--- config.mk ---
export PLATFORM = sky130hd
export DESIGN_NAME = uart_tx_arbiter
export DESIGN_NICKNAME = d
export VERILOG_FILES = /design/src/rtl/uart_tx_arbiter.sv
export SDC_FILE = /design/constraint.sdc
export NUM_CORES = 1
export LEC_CHECK = 0
export ABC_CLOCK_PERIOD_IN_PS = 2400
export CORE_ASPECT_RATIO = 0.9
export CORE_MARGIN = 2
export CORE_UTILIZATION = 40
export CTS_BUF_LIST = sky130_fd_sc_hd__clkbuf_8
export CTS_CLUSTER_SIZE = 14
export DETAILED_ROUTE_END_ITERATION = 12
export PLACE_DENSITY = 0.82
export SKIP_LAST_GASP = 1
export SLEW_MARGIN = 30
export SYNTH_ARGS = -nofsm -noshare
export SYNTH_HDL_FRONTEND = slang
export SYNTH_SLANG_ARGS = --single-unit
--- constraint.sdc ---
create_clock -name clk -period 2.4 [get_ports clk]
set_input_delay 0.48 -clock clk [delete_from_list [all_inputs] [get_ports clk]]
set_output_delay 0.48 -clock clk [all_outputs]
set_load 0.03 [all_outputs]
--- src/rtl/uart_tx_arbiter.sv ---
`default_nettype none
// +--------------------------------------------------------------------------+
// | uart_tx_arbiter: message-granular round-robin share of one UART transmitter|
// | Optional tx_done watchdog via UART_TX_ARB_WDOG_EN.  Rev 1.0                |
// +--------------------------------------------------------------------------+
module uart_tx_arbiter #(
  parameter int NUM_REQ     = 4,
  parameter int WDOG_CYCLES = 2_000_000
) (
  input  logic                       clk,
  input  logic                       rst,
  input  logic [NUM_REQ-1:0]         req_valid,
  input  logic [8*NUM_REQ-1:0]       req_data,
  input  logic [NUM_REQ-1:0]         req_last,
  output logic [NUM_REQ-1:0]         req_ready,
  output logic                       enable_tx,
  output logic [7:0]                 tx_data,
  input  logic                       tx_done,
  output logic                       busy,
  output logic [$clog2(NUM_REQ)-1:0] grant_id,
  output logic                       locked,
  output logic                       wdog_err
);

  localparam int IDW = $clog2(NUM_REQ);

  typedef enum logic [1:0] {
    IDLE  = 2'd0,
    START = 2'd1,
    WAIT  = 2'd2
  } state_t;

  state_t         state_q, state_d;
  logic [7:0]     tx_data_q, tx_data_d;
  logic           last_q, last_d;
  logic [IDW-1:0] grant_id_q, grant_id_d;
  logic [IDW-1:0] rr_ptr_q, rr_ptr_d;
  logic           locked_q, locked_d;

  logic [IDW-1:0] sel;
  logic           any_elig;
  logic [7:0]     sel_data;
  logic [IDW-1:0] next_ptr;

`ifdef UART_TX_ARB_WDOG_EN
  localparam int WDW = $clog2(WDOG_CYCLES + 1);
  logic [WDW-1:0] wdog_cnt_q, wdog_cnt_d;
  logic           wdog_err_q, wdog_err_d;
`endif

  // Locked: only the owner may continue. Unlocked: first valid from rr_ptr upward.
  always_comb begin
    int idx;
    idx      = 0;
    sel      = grant_id_q;
    any_elig = 1'b0;
    if (locked_q) begin
      any_elig = req_valid[grant_id_q];
    end else begin
      for (int k = NUM_REQ - 1; k >= 0; k--) begin
        idx = int'(rr_ptr_q) + k;
        if (idx >= NUM_REQ) idx = idx - NUM_REQ;
        if (req_valid[IDW'(idx)]) begin
          sel      = IDW'(idx);
          any_elig = 1'b1;
        end
      end
    end
  end

  always_comb begin
    sel_data = 8'h00;
    for (int i = 0; i < NUM_REQ; i++) begin
      req_ready[i] = (state_q == IDLE) && any_elig && (sel == IDW'(i));
      if (sel == IDW'(i)) sel_data = req_data[8*i +: 8];
    end
  end

  assign next_ptr = (grant_id_q == IDW'(NUM_REQ - 1)) ? '0 : grant_id_q + 1'b1;

  always_comb begin
    state_d    = state_q;
    tx_data_d  = tx_data_q;
    last_d     = last_q;
    grant_id_d = grant_id_q;
    rr_ptr_d   = rr_ptr_q;
    locked_d   = locked_q;
    enable_tx  = 1'b0;
`ifdef UART_TX_ARB_WDOG_EN
    wdog_cnt_d = wdog_cnt_q;
    wdog_err_d = wdog_err_q;
`endif
    case (state_q)
      IDLE: begin
        if (any_elig) begin
          tx_data_d  = sel_data;
          last_d     = req_last[sel];
          grant_id_d = sel;
          locked_d   = 1'b1;
          state_d    = START;
        end
      end
      START: begin
        enable_tx = 1'b1;
        state_d   = WAIT;
`ifdef UART_TX_ARB_WDOG_EN
        wdog_cnt_d = '0;
`endif
      end
      WAIT: begin
        if (tx_done) begin
          state_d = IDLE;
          if (last_q) begin
            locked_d = 1'b0;
            rr_ptr_d = next_ptr;
          end
        end
`ifdef UART_TX_ARB_WDOG_EN
        else if (wdog_cnt_q == WDW'(WDOG_CYCLES - 1)) begin
          // Abandon the owner; any remaining bytes form a new message.
          wdog_err_d = 1'b1;
          locked_d   = 1'b0;
          rr_ptr_d   = next_ptr;
          state_d    = IDLE;
        end else begin
          wdog_cnt_d = wdog_cnt_q + 1'b1;
        end
`endif
      end
      default: state_d = IDLE;
    endcase
  end

  always_ff @(posedge clk or posedge rst) begin
    if (rst) begin
      state_q    <= IDLE;
      tx_data_q  <= 8'h00;
      last_q     <= 1'b0;
      grant_id_q <= '0;
      rr_ptr_q   <= '0;
      locked_q   <= 1'b0;
`ifdef UART_TX_ARB_WDOG_EN
      wdog_cnt_q <= '0;
      wdog_err_q <= 1'b0;
`endif
    end else begin
      state_q    <= state_d;
      tx_data_q  <= tx_data_d;
      last_q     <= last_d;
      grant_id_q <= grant_id_d;
      rr_ptr_q   <= rr_ptr_d;
      locked_q   <= locked_d;
`ifdef UART_TX_ARB_WDOG_EN
      wdog_cnt_q <= wdog_cnt_d;
      wdog_err_q <= wdog_err_d;
`endif
    end
  end

  assign tx_data  = tx_data_q;
  assign busy     = (state_q != IDLE);
  assign grant_id = grant_id_q;
  assign locked   = locked_q;
`ifdef UART_TX_ARB_WDOG_EN
  assign wdog_err = wdog_err_q;
`else
  assign wdog_err = 1'b0;
`endif

endmodule
`default_nettype wire

==> results of run 1 <==
cell type report:
cell class                      count  area (um2)
Fill cell                         199       724.4
Clock inverter                      1       3.754
Multi-Input combinational cell     88       723.2
Timing Repair Buffer               81       759.5
Inverter                            5       18.77
Tap cell                           40       50.05
Clock buffer                        3       41.29
Sequential cell                    16       404.1
critical path: cells and delay by family:
family	cells	cell delay, ps
buffers and inverters	3	570
AOI/OAI and AO/OA	2	260
muxes	1	480
and+or+nand+nor	1	180
metal layers:
metal | vias to the layer above | GRT usage (%) | share of wire, %
li1 | 581 | - | -
met1 | 549 | 23.20 | 41
met2 | 55 | 38.04 | 51
met3 | 2 | 4.728 | 7.8
met4 | 0 | 6.667 | 0.39
met5 | - | 0 | 0
sequential cells by signal (all words and copies together), names as in the netlist:
signal / count
grant_id: 2
state_q: 2
rr_ptr_q: 2
tx_data: 8
last_q: 1
locked: 1
what timing repair did:
| action | 4_1_cts | 5_1_grt |
|---|---|---|
| pin swaps | 6 | 3 |
| resized for setup | 13 | 5 |
| setup endpoints to repair | 11 | 10 |
| buffers inserted | 7 | 3 |
kinds of logic after synthesis:
logic type	after synthesis	share of synthesized area (%)
other	1	0.3297
buffers and inverters	11	5.391
muxes	26	24.86
DFF	16	35.20
AOI/OAI and AO/OA	23	17.05
adders and majority gates	1	1.100
xor gates and xnor gates	1	0.7702
and+or+nand+nor	36	15.29
cells in the final DEF, fill, tap and decap left out, types with 3 or more instances in the layout:
master	count
mux2_2	4
clkbuf_8	3
dfrtp_2	3
inv_1	6
nand2_1	18
o221ai_1	8
buf_4	23
mux2i_1	19
dfrtp_1	13
or2_2	3
nor2b_1	4
clkdlybuf4s50_1	51
o21ai_0	3
nor2_1	3
final timing paths:
| path | endpoint | slack (ps) | depth (start not counted) |
|---|---|---|---|
| min | tx_data[7]$_DFFE_PP0N_ | 490 | 2 |
| max in group asynchronous | rr_ptr_q[1]$_DFFE_PP0P_ | 1360 | 2 |
| min reg2reg | tx_data[7]$_DFFE_PP0N_ | 490 | 2 |
| min in group asynchronous | state_q[0]$_DFFE_PP0P_ | 600 | 2 |
| max | req_ready[1] | -40 | 7 |
| max reg2reg | tx_data[6]$_DFFE_PP0N_ | 140 | 8 |
power breakdown:
part / internal [W] / switching (W) / total [W]
Sequential: 0.000406 / 0.000136 / 0.000542
Clock: 0.000113 / 0.0000895 / 0.000203
Combinational: 0.000974 / 0.000917 / 0.00189
per-stage QoR:
step / util, % / std cells / worst slack, ps
after floorplan: - / 115 / 30.24
after global placement: 68.09 / 221 / -306.9
after detailed placement: 68.09 / 221 / -365.6
after CTS: 72.50 / 232 / -86.09
after global routing: 73.42 / 234 / -110.3
final: 73.42 / 234 / -43.17
==> impl_metrics.csv, run 1 <==
group,metric,value,unit
timing,setup_violations,3,
timing,clock.fmax,409.3,MHz
critical_path,critical_path.max_stage_delay,480,ps
yosys,yosysTopAreaCell,"dfrtp_1",
detailed_routing,vias,1187,
timing,hold_viol,0,
yosys,synth_area_per_cell,9.890,um2
yosys,async_reset_ff_share,100.0,%
clock_tree,holdBufCountCts,0,
clock_tree,cts_tree,"built",
clock_tree,clkTransAtPathRegs,60,ps
global_routing,antenna_found_initial,0,
critical_path,start_kind,"input pin",
yosys,synth_nets,159,
floorplan,dieArea,3286,um2
detailed_routing,ant_nets,0,
floorplan,start_util,41.74,%
timing,drv_slew,0,
clock_tree,cts_buffer_depth,2,
global_routing,grt_max_degree,17,
power_and_ir_drop,ir_drop,0.8235,mV
floorplan,design.core.area,2725,um2
yosys,ys_ff_latch,16,
critical_path,critPathLaunch,"req_valid[2]",
placed_design,placed_area,1856,um2
placed_design,dp_hpwl,2.530,mm
clock_tree,clock_sinks,16,
cells_and_area,num-nets-final,239,
timing,rsz0062_at_grt,"true",
yosys,syn_inst,115,
detailed_routing,wl,3.374,mm
timing,post-route-period-util,101.8,%
critical_path,crit_type,"input pin to output pin",
critical_path,cp_max_fo,5,
critical_path,cp.arrival,1960,ps
clock_tree,cts-root-buf,"clkbuf_8",
global_routing,grt_use_total,20.48,%
timing,skew,1.927,ps
critical_path,r2r_start,"locked$_DFFE_PP0P_",
cells_and_area,antenna_cells,0,
detailed_routing,drtIter0Drc,23,
floorplan,rows,18,
yosys,synth-seq-area-share,35.20,%
timing,slew_headroom,59.26,%
power_and_ir_drop,finalPower,0.002636,W
flow_run,drv_cap,0,
placed_design,gp_congestion,0.9277,
timing,setup_ws,-43.17,ps
global_routing,globalRoute.totalOverflow,0,
global_routing,grt_pass1_vias,1119,
yosys,synth_common_cells,"mux2i_1, nand2_1, dfrtp_1",
floorplan,die_width,60.21,um
critical_path,cp_data_required_time,1920,ps
yosys,synth_edf_count,0,
critical_path,crit_top_cell,"buf_4",
cells_and_area,drive_above_1_share,26.80,%
run_status,status,"complete, but fails checks",
run_status,violations,"setup timing",
detailed_routing,via_per_inst,5.073,
timing,fin_setup_tns,-95.21,ps
detailed_routing,drc,0,
timing,tightest_slew,610.5,ps
clock_tree,htree_levels,1,
power_and_ir_drop,power.density,1317,nW/um2
global_routing,grt_pass1_wl,4.892,mm
critical_path,endpoint_kind,"output pin",
yosys,synth_area,1137,um2
min_path,hold_class,"register to register",
floorplan,die_y,54.59,um
yosys,synth.distinct_cells,33,
detailed_routing,first_pass_iters,4,
placed_design,io_buffers,59,
min_path,hp-start,"tx_data[7]$_DFFE_PP0N_",
clock_tree,worstSkewPairLatency,250,ps
critical_path,slowest_stage,"mux4_2",
yosys,synthFlopType,"dfrtp_1",
detailed_routing,avgRoutedWirePerCell,14.42,um
timing,fin_crit,2443,ps
critical_path,path_cells,"clkdlybuf4s15_1 -> buf_4 -> mux4_2 -> o21ai_4 -> a31oi_2 -> and3_1 -> buf_4",
cells_and_area,area_delta_synth_final,75.91,%
yosys,synth.most_common_cell,"mux2i_1",
yosys,synth-warning-count,0,
timing,hold_slack,492.5,ps
yosys,synth_area_leaders,"dfrtp_1, mux2i_1, o221ai_1",
power_and_ir_drop,leakagePower,0.9202,nW
floorplan,ios,61,
yosys,yosys.area.top_type_share,35.20,%
cells_and_area,stdcell_area,2001,um2
clock_tree,cts_buffers,3,
(Power assumes the default switching activity.)
==> run 2, diff against run 1 <==
--- a/config.mk
+++ b/config.mk
@@ -8,11 +8,12 @@
 export ABC_CLOCK_PERIOD_IN_PS = 2400
 export CORE_ASPECT_RATIO = 0.9
 export CORE_MARGIN = 2
-export CORE_UTILIZATION = 40
-export CTS_BUF_LIST = sky130_fd_sc_hd__clkbuf_8
+export CORE_UTILIZATION = 39
+export CTS_BUF_LIST = sky130_fd_sc_hd__clkbuf_16
 export CTS_CLUSTER_SIZE = 14
 export DETAILED_ROUTE_END_ITERATION = 12
-export PLACE_DENSITY = 0.82
+export GPL_ROUTABILITY_DRIVEN = 0
+export PLACE_DENSITY = 0.8
 export SKIP_LAST_GASP = 1
 export SLEW_MARGIN = 30
 export SYNTH_ARGS = -nofsm -noshare
==> run 2 against run 1 <==
  * Cell count decreased by 4.3%
  * Design area decreased by 3.9%
  * Die area increased by 2.4%
  * Global-route usage decreased by 0.77 points
  * The run still ends with setup timing left
  * Setup slack got worse by 4.8 ps
==> impl_metrics.csv, run 2 (synthesized netlist as in run 1, its figures left out) <==
group,metric,value,unit
timing,clock.fmax,408.5,MHz
clock_tree,cts_buffers,3,
floorplan,design.core.area,2770,um2
timing,tightest_slew,612.9,ps
detailed_routing,drtIter0Drc,55,
cells_and_area,area_delta_synth_final,68.98,%
detailed_routing,avgRoutedWirePerCell,13.91,um
cells_and_area,stdcell_area,1922,um2
floorplan,die_width,60.93,um
floorplan,die_y,55.23,um
floorplan,ios,61,
placed_design,placed_cells,217,
global_routing,globalRoute.totalOverflow,0,
clock_tree,cts_buffer_depth,2,
cells_and_area,antenna_cells,0,
detailed_routing,first_pass_iters,4,
global_routing,grt_pass1_wl,5.057,mm
cells_and_area,final_cell_mix,"clkdlybuf4s50_1, mux2i_1, nand2_1",
min_path,hold_class,"register to register",
cells_and_area,num-fill-cells,205,
detailed_routing,vias,1165,
timing,drv_slew,0,
min_path,min_to,"tx_data[7]$_DFFE_PP0N_",
placed_design,placed_area,1813,um2
global_routing,grt_max_degree,17,
critical_path,cp_max_fo,5,
min_path,hold_path_depth,2,
critical_path,crit_type,"register to output pin",
power_and_ir_drop,power.density,1319,nW/um2
critical_path,start_kind,"register",
timing,fin_setup_tns,-77.76,ps
critical_path,endpoint_kind,"output pin",
global_routing,grt_pass1_vias,1114,
critical_path,r2r_start,"rr_ptr_q[0]$_DFFE_PP0P_",
timing,setup_ws,-48.01,ps
timing,hold_slack,480.7,ps
detailed_routing,ant_nets,0,
detailed_routing,wl,3.116,mm
timing,skew,1.717,ps
critical_path,r2r_end,"tx_data[7]$_DFFE_PP0N_",
min_path,hp-start,"tx_data[7]$_DFFE_PP0N_",
floorplan,dieArea,3365,um2
timing,slew_headroom,59.10,%
power_and_ir_drop,p_sw_share,42.90,%
cells_and_area,final_common_cell,"clkdlybuf4s50_1",
run_status,violations,"setup timing",
power_and_ir_drop,ir_drop,0.6726,mV
critical_path,reg2reg_depth,7,
power_and_ir_drop,p_int,0.001448,W
clock_tree,cts_tree,"built",
timing,hold_viol,0,
placed_design,io_buffers,59,
critical_path,cp.arrival,1970,ps
floorplan,rows,18,
cells_and_area,largest_reg_flops,8,
cells_and_area,num-nets-final,229,
placed_design,dp_hpwl,2.410,mm
cells_and_area,final_cells,224,
clock_tree,clkTransAtPathRegs,50,ps
power_and_ir_drop,power_frac_comb,66.1,%
clock_tree,clock_sinks,16,
floorplan,start_util,41.06,%
timing,setup_violations,3,
global_routing,grt_use_total,19.72,%
critical_path,cp_data_required_time,1920,ps
detailed_routing,drc,0,
timing,fin_crit,2448,ps
clock_tree,htree_levels,1,
critical_path,regToRegSetupSlack,160,ps
power_and_ir_drop,seqPwrFrac,21.4,%
flow_run,drv_cap,0,
power_and_ir_drop,p_sw,0.001088,W
clock_tree,cts-root-buf,"clkbuf_16",
power_and_ir_drop,clkPwrFrac,12.5,%
run_status,status,"complete, but fails checks",
cells_and_area,drive_above_1_share,22.28,%
global_routing,antenna_found_initial,0,
timing,rsz0062_at_grt,"true",
power_and_ir_drop,leakagePower,0.8781,nW
timing,post-route-period-util,102.0,%
detailed_routing,via_per_inst,5.201,
cells_and_area,post-route-util,69.38,%
clock_tree,worstSkewPairLatency,240,ps
## run 2: cell count changes in the layout (fill, tap and decap cells not counted), sizes merged
cell and delta:
clkinv +1, buf -10, inv -1, clkbuf +1, clkdlybuf4s15 -1
## run 2: timing repair
action	in CTS	in global routing
setup endpoints to repair	12	10
hold buffers	0	0
setup buffers	3	1
resized for setup	13	2
pin swaps	7	6
## run 2: worst max-delay path by stage
stage                                  startpoint                     end  slack, ps  depth (start not counted)
after floorplan           rr_ptr_q[1]$_DFFE_PP0P_            req_ready[3]         30                          7
final                     rr_ptr_q[0]$_DFFE_PP0P_            req_ready[3]        -50                          6
after global placement               req_valid[2]  tx_data[7]$_DFFE_PP0N_       -300                          8
after CTS                 rr_ptr_q[1]$_DFFE_PP0P_            req_ready[3]       -100                          6
after global routing      rr_ptr_q[0]$_DFFE_PP0P_            req_ready[3]       -150                          6
after detailed placement             req_valid[2]  tx_data[7]$_DFFE_PP0N_       -370                          8
## run 2: power groups by stage
stage	clock network (W)	logic, W	registers, W
detailed placement	0	0.00160	0.000541
finish	0.000318	0.00168	0.000542
floorplan	0	0.000931	0.000672
CTS	0.000326	0.00168	0.000538
global route	0.000341	0.00180	0.000557
global placement	0	0.00156	0.000531
## run 2: per-layer routing
metal	routed length, um	GRT usage (%)	vias up	share of wire (%)
li1	-	-	562	-
met1	1286	26.41	537	41
met2	1502	30.57	64	48
met3	304	4.450	2	9.8
met4	23	7.453	0	0.74
met5	0	0	-	0
## run 2: worst max-delay path, cell delays in order, from the launching register on
cell and delay (ps):
dfrtp_2 440, xnor2_2 170, o21a_1 170, a222oi_1 360, o22ai_2 190, nor3b_2 200
buf_4 180
## run 2: cell type report
class	instances	area [um2]	share of cell area [%]
Sequential cell	16	404.1	21.03
Clock buffer	3	75.07	3.906
Tap cell	40	50.05	2.604
Timing Repair Buffer	71	668.1	34.77
Clock inverter	1	3.754	0.1953
Multi-Input combinational cell	88	701.9	36.52
Inverter	5	18.77	0.9766
## run 2: stage by stage
stage	setup WS (ps)	power, W
finish	-48.01	0.002536
CTS	-103.3	0.002540
global route	-146.9	0.002696
global placement	-295.9	0.002092
detailed placement	-367.7	0.002139
floorplan	30.24	0.001604
==> run 3, diff against run 2 <==
==> constraint.sdc (replaced) <==
create_clock -name clk -period 2.4 [get_ports clk]
set_input_delay 0.48 -clock clk [delete_from_list [all_inputs] [get_ports clk]]
set_output_delay 0.48 -clock clk [all_outputs]
set_load 0.01 [all_outputs]
==> run 3 against run 2 <==
  * The flow still finishes with violations (setup timing)
  * Die area unchanged
  * Non-clock buffer count increased by 18
  * Largest power group unchanged
  * Total power up 5.7%
  * Core utilization up 6.4 points
  * Hold slack better by 9.9 ps
  * Global-route usage is 3.5 points higher
  * Largest cell class is now buffers
  * Critical path type unchanged
  * Sequential power down 3%
  * Cell count increased by 8.0%
  * Clock power rose by 2%
  * Setup slack lost 31 ps
==> impl_metrics.csv, run 3 (synthesized netlist as in run 1, its figures left out) <==
group,metric,value,unit
timing,fin_setup_tns,-235.9,ps
detailed_routing,via_per_inst,5.161,
clock_tree,cts_buffers,3,
detailed_routing,vias,1249,
cells_and_area,stdcell_area,2100,um2
timing,drv_slew,0,
detailed_routing,wl,3.626,mm
timing,skew,4.070,ps
detailed_routing,drtIter0Drc,114,
global_routing,grt_use_total,23.19,%
clock_tree,clock_sinks,16,
run_status,status,"complete, but fails checks",
global_routing,grt.met2_usage,34.72,%
floorplan,die_width,60.93,um
critical_path,start_kind,"register",
timing,post-route-period-util,103.3,%
power_and_ir_drop,leakagePower,0.9760,nW
floorplan,dieArea,3365,um2
global_routing,grt_max_degree,18,
run_status,violations,"setup timing",
cells_and_area,num-nets-final,247,
timing,hold_viol,0,
power_and_ir_drop,ir_drop,0.6420,mV
timing,clock.fmax,403.3,MHz
timing,setup_violations,4,
floorplan,die_y,55.23,um
critical_path,slowest_stage,"dfrtp_2",
floorplan,rows,18,
detailed_routing,first_pass_iters,4,
cells_and_area,drive_above_1_share,30.69,%
cells_and_area,post-route-util,75.79,%
cells_and_area,area_delta_synth_final,84.60,%
placed_design,placed_cells,229,
detailed_routing,drc,0,
clock_tree,cts-root-buf,"clkbuf_16",
global_routing,grtUsageMet3,6.557,%
cells_and_area,largest_reg_flops,8,
critical_path,cp.arrival,2000,ps
timing,setup_ws,-79.46,ps
critical_path,crit_type,"register to output pin",
placed_design,io_buffers,59,
global_routing,antenna_found_initial,0,
critical_path,cp_data_required_time,1920,ps
clock_tree,clkTransAtPathRegs,50,ps
global_routing,use_met1,31.98,%
cells_and_area,final_cell_mix,"clkdlybuf4s50_1, buf_4, mux2i_1",
clock_tree,cts_tree,"built",
global_routing,grt_pass1_vias,1257,
floorplan,design.core.area,2770,um2
detailed_routing,avgRoutedWirePerCell,14.98,um
global_routing,gr-max-usage-layer,"met2",
placed_design,placed_area,1899,um2
power_and_ir_drop,power.density,1276,nW/um2
flow_run,drv_cap,0,
cells_and_area,final_cells,242,
min_path,hold_class,"register to register",
clock_tree,holdBufCountCts,0,
timing,slew_headroom,58.43,%
cells_and_area,antenna_cells,0,
critical_path,critical_path.max_stage_delay,470,ps
floorplan,ios,61,
floorplan,start_util,41.06,%
clock_tree,htree_levels,1,
global_routing,grt_pass1_wl,5.989,mm
timing,tightest_slew,622.8,ps
clock_tree,worstSkewPairLatency,240,ps
cells_and_area,final_common_cell,"clkdlybuf4s50_1",
cells_and_area,num-fill-cells,200,
timing,rsz0062_at_grt,"true",
placed_design,dp_hpwl,2.629,mm
clock_tree,cts_buffer_depth,2,
critical_path,cp_max_fo,4,
critical_path,path_cells,"xnor2_4 -> o21a_1 -> a222oi_1 -> o22ai_2 -> buf_6 -> nor3b_2 -> buf_2",
detailed_routing,ant_nets,0,
timing,fin_crit,2479,ps
critical_path,endpoint_kind,"output pin",
global_routing,globalRoute.totalOverflow,0,
## run 3: cell count changes in the layout (fill, tap and decap cells not counted), sizes merged
cell           previous run  this run
buf                      16        34
clkbuf                    5         3
clkdlybuf4s15             1         3
## run 3: final cells by class
class / count / area, um2 / area share (%)
clock buffers: 3 / 75.07 / 3.576
clock inverters: 1 / 3.754 / 0.1788
repair buffers: 89 / 810.8 / 38.62
flip-flops and latches: 16 / 402.9 / 19.19
multi-input cells: 88 / 738.2 / 35.16
inverters: 5 / 18.77 / 0.8939
well taps: 40 / 50.05 / 2.384
## run 3: final timing paths
check                      cells after the start                 endpoint               startpoint  slack (ps)
min in group asynchronous                      2   tx_data[1]$_DFFE_PP0N_                      rst         610
min                                            2   tx_data[3]$_DFFE_PP0N_   tx_data[3]$_DFFE_PP0N_         490
min reg2reg                                    2   tx_data[3]$_DFFE_PP0N_   tx_data[3]$_DFFE_PP0N_         490
max reg2reg                                    8   tx_data[7]$_DFFE_PP0N_  rr_ptr_q[0]$_DFFE_PP0P_         130
max in group asynchronous                      2  rr_ptr_q[1]$_DFFE_PP0P_                      rst        1350
max                                            7             req_ready[3]  rr_ptr_q[0]$_DFFE_PP0P_         -80
## run 3: power breakdown
group | internal, W | switching, W | total, W | leakage (nW)
combinational | 0.00105 | 0.000787 | 0.00183 | 0.744
sequential | 0.000405 | 0.000119 | 0.000524 | 0.194
clock | 0.000221 | 0.000102 | 0.000323 | 0.0385
## run 3: through the flow
step	hold WS (ps)	worst slack [ps]	power [W]
2_1_floorplan	393.7	128.6	0.001392
3_3_place_gp	464.2	-630.8	0.002046
3_5_place_dp	473.6	-708.8	0.002094
4_1_cts	485.1	-117.6	0.002571
5_1_grt	520.8	-184.3	0.002868
6_report	490.5	-79.46	0.002680
## run 3: critical path, delay by kind of cell (launching register included)
family / cells / cell delay, ps
flops: 1 / 470
simple gates: 1 / 140
xor+xnor: 1 / 160
buf+inv: 2 / 300
compound gates: 3 / 690
## run 3: what timing repair did
action	4_1_cts	5_1_grt
buffers inserted	7	2
pin swaps	6	3
hold endpoints to repair	0	0
gates resized for setup	36	5
setup endpoints to repair	10	6
## run 3: routing by layer
layer  part of all wire, %  wire length, um
met3                   9.0              327
met4                   1.2               44
met2                    47             1714
met1                    42             1539
met5                     0                0
==> RTL edit 1, RTL diff (flow settings as in run 1) <==
Encoding of `state_t`: now one-hot (3 bits for 3 states).
--- a/src/rtl/uart_tx_arbiter.sv
+++ b/src/rtl/uart_tx_arbiter.sv
@@ -25,8 +25,8 @@
   localparam int IDW = $clog2(NUM_REQ);
 
-  typedef enum logic [1:0] {
-    IDLE  = 2'd0,
-    START = 2'd1,
-    WAIT  = 2'd2
+  typedef enum logic [2:0] {
+    IDLE  = 3'b001,
+    START = 3'b010,
+    WAIT  = 3'b100
   } state_t;
 
Function: no difference found for any inputs over 10 cycles, from zero or initial values and one cycle with rst high; not proved beyond that.
==> RTL edit 1 against run 1 <==
Synthesized area rose by 17%. The flow still finishes with violations (negative setup slack). Combinational power down 8%. Sequential cell count increased by 1. Design area is 8.9% higher. Setup slack improved by 0.029 ns. Wire length grew 20%. Power is 5.1% lower. Sequential share of layout area is 0.57 points lower. Critical endpoint is now req_ready[2].
==> RTL edit 1: results (changes against run 1) <==
drt:
  dr.pass1.iters: 5  # was 4
  wl_per_cell_um: 15.9  # was 14.4 µm
  viasPerCell: 5.42  # was 5.07
  drt_iter0_markers: 76  # was 23
synth:
  synth_cell_types: 42  # was 33
  synth_adder_area_share: 0.00939  # was 0.0110
  synth.area.mux_share: 0.194  # was 0.249
  synth_xor_area_frac: 0  # was 0.00770
  syn_nets: 173  # was 159
  synthTopCellsByCount: "dfrtp_1 (16), nor2_1 (11), nand3_1 (10)"  # was mux2i_1 (20), nand2_1 (18), dfrtp_1 (16)
  synthTopCellsByArea: "dfrtp_1 (30%), mux2i_1 (6.8%), mux2_2 (5.1%)"  # was dfrtp_1 (35%), mux2i_1 (18%), o221ai_1 (6.2%)
  ys_seq_area_frac: 0.320  # was 0.352
  synth-compound-area-share: 0.219  # was 0.171
placed_design:
  dp_hpwl_um: 3100  # was 2530 µm
sta:
  worstMarginPinSlew_ns: 0.654  # was 0.610 ns
  setup_viol: 1  # was 3
  tns_ns: -0.0137  # was -0.0952 ns
  finClkSkew_ns: 0.00227  # was 0.00193 ns
  setup_slack_ns: -0.0137  # was -0.0432 ns
critical_path:
  slowest_delay_ns: 0.54  # was 0.48 ns
  crit_arrival_ns: 1.93  # was 1.96 ns
  slowest_stage: "dfstp_2"  # was mux4_2
  worstPathMaxFanout: 4  # was 5
grt:
  grt_pass1_vias: 1398  # was 1,119
  grt_pass1_wl_um: 6310  # was 4890 µm
  grt_use_total: 0.212  # was 0.205
  grt_max_degree: 18  # was 17
status:
  status: "finished, violations left"  # unchanged
  violations: "negative setup slack"  # unchanged
final_layout:
  fillCellCount: 219  # was 199
  nNetsFinal: 258  # was 239
  drive_above_1_share: 0.329  # was 0.268
## RTL edit 1: changes by cell type in the layout (fill, tap and decap cells not counted), sizes merged, moves of 5 or more
cell    before  now
o221ai       8    1
nor2         4   13
a221oi       0    5
mux2         5   12
buf         26   34
nand2       18    5
nand3        0   10
mux2i       20    9
o221a        0    6
## RTL edit 1: through the flow
step	instance area, µm²	hold slack (ns)	total power [mW]
4_1_cts	2120	0.564	2.42
5_1_grt	2180	0.585	2.64
6_report	2180	0.562	2.50
3_3_place_gp	2030	0.527	2.09
2_1_floorplan	1340	0.405	1.62
3_5_place_dp	2030	0.549	2.14
## RTL edit 1: final cells by class
class | count | area (µm²) | area share
timing repair buffer | 88 | 797 | 0.366
tap | 42 | 52.6 | 0.0241
clock inverter | 1 | 7.51 | 0.00344
sequential | 17 | 428 | 0.196
clock buffer | 3 | 41.3 | 0.0189
inverter | 7 | 26.3 | 0.0121
multi-input combinational | 97 | 827 | 0.379
## RTL edit 1: metal layers
metal | wire length [µm] | track usage
met2 | 2130 | 0.412
met4 | 36 | 0.0274
met1 | 1620 | 0.236
met3 | 261 | 0.0593
met5 | 0 | 0
## RTL edit 1: what timing repair did
item	4_1_cts	5_1_grt
cloned	0	0
buffers inserted	4	7
gates resized for setup	11	4
hold buffers	0	0
endpoints found under the setup margin	4	4
pin swaps	4	2
## RTL edit 1: cells by family (layout without fill, tap and decap cells)
kind of cell / after synthesis / count (layout)
other: 1 / 1
adders and majority gates: 1 / 1
AOI/OAI and AO/OA: 33 / 33
DFF: 17 / 17
and+or+nand+nor: 40 / 40
muxes: 22 / 22
buffers and inverters: 15 / 99
## RTL edit 1: worst paths after layout
check | startpoint | endpoint | slack (ns) | depth (start not counted)
min in group asynchronous | rst | state_q[1] | 0.61 | 2
setup / recovery | state_q[0] | req_ready[2] | -0.01 | 5
hold reg to reg | tx_data[7] | tx_data[7] | 0.56 | 1
hold / removal | tx_data[7] | tx_data[7] | 0.56 | 1
setup reg to reg | rr_ptr_q[0] | tx_data[7] | 0.17 | 8
max in group asynchronous | rst | rr_ptr_q[1] | 1.33 | 2
## RTL edit 1: power by group
group | leakage, nW | switching (mW) | total [mW] | internal, mW
clock | 0.0217 | 0.105 | 0.222 | 0.117
combinational | 0.679 | 0.862 | 1.74 | 0.877
sequential | 0.194 | 0.116 | 0.538 | 0.422
==> RTL edit 2, RTL diff (flow settings as in run 1) <==
Made on the original files. The parameter `NUM_REQ` goes from 4 to 8.
--- a/src/rtl/uart_tx_arbiter.sv
+++ b/src/rtl/uart_tx_arbiter.sv
@@ -5,5 +5,5 @@
 // +--------------------------------------------------------------------------+
 module uart_tx_arbiter #(
-  parameter int NUM_REQ     = 4,
+  parameter int NUM_REQ     = 8,
   parameter int WDOG_CYCLES = 2_000_000
 ) (
Ports: changed (5 resized); port bits go from 61 to 106. No check against the original RTL was run, so the function may have changed too.
==> RTL edit 2 against run 1 <==
Synthesized area grew to 2.5 times the old value. Fmax shrank 35%. Sequential cell count grew 2. Clock skew grew 0.0059 ns. Setup slack lost 1.3 ns. First-iteration DRC count grew to 19 times the old value. Power grew to 3.6 times the old value. Critical endpoint is now req_ready[5]. Combinational power grew to 4.6 times the old value. Register-to-register slack lost 1.5 ns. Largest power group unchanged. Design area grew to 2.8 times the old value. The run still ends with negative setup slack left. Wire length grew to 4.1 times the old value. Non-clock buffer count grew 145. Worst hold slack gained 0.013 ns.
==> RTL edit 2: results (changes against run 1) <==
grt:
  grt_max_degree: 19  # was 17
  grt_pass1_wl_um: 20300  # was 4890 µm
  grt_pass1_vias: 3904  # was 1,119
  grt_use_total: 0.324  # was 0.205
sta:
  tns_ns: -23.63  # was -0.0952 ns
  setup_viol: 22  # was 3
  relSlewSlack: 0.484  # was 0.593
  setup_slack_ns: -1.34  # was -0.0432 ns
  finClkSkew_ns: 0.00779  # was 0.00193 ns
synth:
  synth_xor_area_frac: 0.0184  # was 0.00770
  synthTopCellsByArea: "dfrtp_1 (16%), mux4_2 (13%), mux2i_1 (7.7%)"  # was dfrtp_1 (35%), mux2i_1 (18%), o221ai_1 (6.2%)
  avgSynthCellArea_um2: 8.88  # was 9.89 µm²
  ys_seq_area_frac: 0.158  # was 0.352
  synth_adder_area_share: 0.0175  # was 0.0110
  synth_cell_types: 66  # was 33
  synthTopCellsByCount: "mux2i_1 (22), nand2_1 (22), o21ai_0 (21)"  # was mux2i_1 (20), nand2_1 (18), dfrtp_1 (16)
  synth.area.mux_share: 0.292  # was 0.249
  syn_nets: 409  # was 159
  synth-compound-area-share: 0.277  # was 0.171
power_and_ir_drop:
  power.internal_mw: 5.04  # was 1.49 mW
  ir_drop_uv: 1200  # was 823 µV
  p_leak_nw: 2.28  # was 0.920 nW
placed_design:
  place_congestion: 0.952  # was 0.928
  dp_hpwl_um: 9190  # was 2530 µm
  dp.cells: 591  # was 221
  port_buffers: 104  # was 59
  post-place-ws_ns: -1.45  # was -0.366 ns
  place_area_mm2: 0.00487  # was 0.00186 mm²
critical_path:
  slowest_stage: "dfrtp_1"  # was mux4_2
  worstPathMaxFanout: 5  # unchanged
  crit_arrival_ns: 3.26  # was 1.96 ns
  reg2reg_depth: 15  # was 8
  r2r-end: "tx_data[7]"  # was tx_data[6]
  slowest_delay_ns: 0.41  # was 0.48 ns
  critPathLaunch: "rr_ptr_q[0]"  # was req_valid[2]
  endpoint: "req_ready[5]"  # was req_ready[1]
final_layout:
  drive_above_1_share: 0.451  # was 0.268
  nNetsFinal: 614  # was 239
cts:
  cts_buffer_depth: 2  # unchanged
  clock_sinks: 18  # was 16
  clk_pin_slew_worst_paths_ns: 0.08  # was 0.06 ns
drt:
  drt_iter0_markers: 439  # was 23
  viasPerCell: 6.39  # was 5.07
  num_vias: 3955  # was 1,187
  dr.pass1.iters: 5  # was 4
  wl_per_cell_um: 22.5  # was 14.4 µm
worst_hold_path:
  hold_start: "last_q"  # was tx_data[7]
  hold_path_class: "flop to flop"  # unchanged
status:
  violations: "negative setup slack"  # unchanged
  status: "finished, violations left"  # unchanged
-- RTL edit 2: cell types whose count changed in the layout (fill, tap and decap cells not counted), moves of 9 or more --
cell	delta
buf_4	+72
buf_6	+23
o21ai_1	+9
mux4_2	+17
nor3_1	+9
mux2_4	+9
clkdlybuf4s50_1	+40
a21oi_1	+16
-- RTL edit 2: worst min path at each step --
stage	cells after the start	to	slack, ns
floorplan	1	grant_id[0]	0.42
global placement	2	last_q	0.47
detailed placement	2	last_q	0.48
CTS	2	last_q	0.49
global route	1	tx_data[6]	0.52
finish	2	last_q	0.51
-- RTL edit 2: cell type report --
class                      instances  area, µm²
timing repair buffer             226       2160
inverter                          18       80.1
clock buffer                       4       55.1
multi-input combinational        260       2640
sequential                        18        450
fill                             407       1500
tap                               93        116
-- RTL edit 2: kinds of logic (layout without fill, tap and decap cells) --
family                   count (synthesis)  count (layout)
AO/OA/AOI/OAI                          105             105
XOR/XNOR                                 6               6
adder cells (fa/ha/maj)                  4               4
buffers and inverters                   44             248
flip-flops                              18              18
multiplexers                            57              57
other                                    1               1
AND/OR/NAND/NOR                         87              87
-- RTL edit 2: worst max-delay path: cells and delay by family (launching register included) --
family | cells | cell delay [ns]
fa+ha+maj | 1 | 0.30
simple gates | 2 | 0.48
compound gates | 3 | 0.72
buf+inv | 4 | 0.39
flops | 1 | 0.41
mux | 2 | 0.68
-- RTL edit 2: power by group through the flow --
stage | registers (mW) | clock network [mW] | logic [mW]
finish | 0.575 | 0.264 | 8.68
global route | 0.590 | 0.282 | 9.05
CTS | 0.569 | 0.266 | 7.82
detailed placement | 0.577 | 0 | 6.78
global placement | 0.570 | 0 | 6.63
floorplan | 0.739 | 0 | 4.16
-- RTL edit 2: per-layer routing --
layer  global-route usage  up-vias  share of wire
met1                0.430     1870           0.37
li1                     -     1667              -
met2                0.536      349           0.49
met5                    0        -              0
met4               0.0896        0          0.038
met3               0.0700       69           0.10
-- RTL edit 2: timing repair --
action,CTS,global route
gates cloned,1,0
resized for setup,60,25
pin swaps,18,11
buffers inserted,17,10
endpoints found under the setup margin,22,22
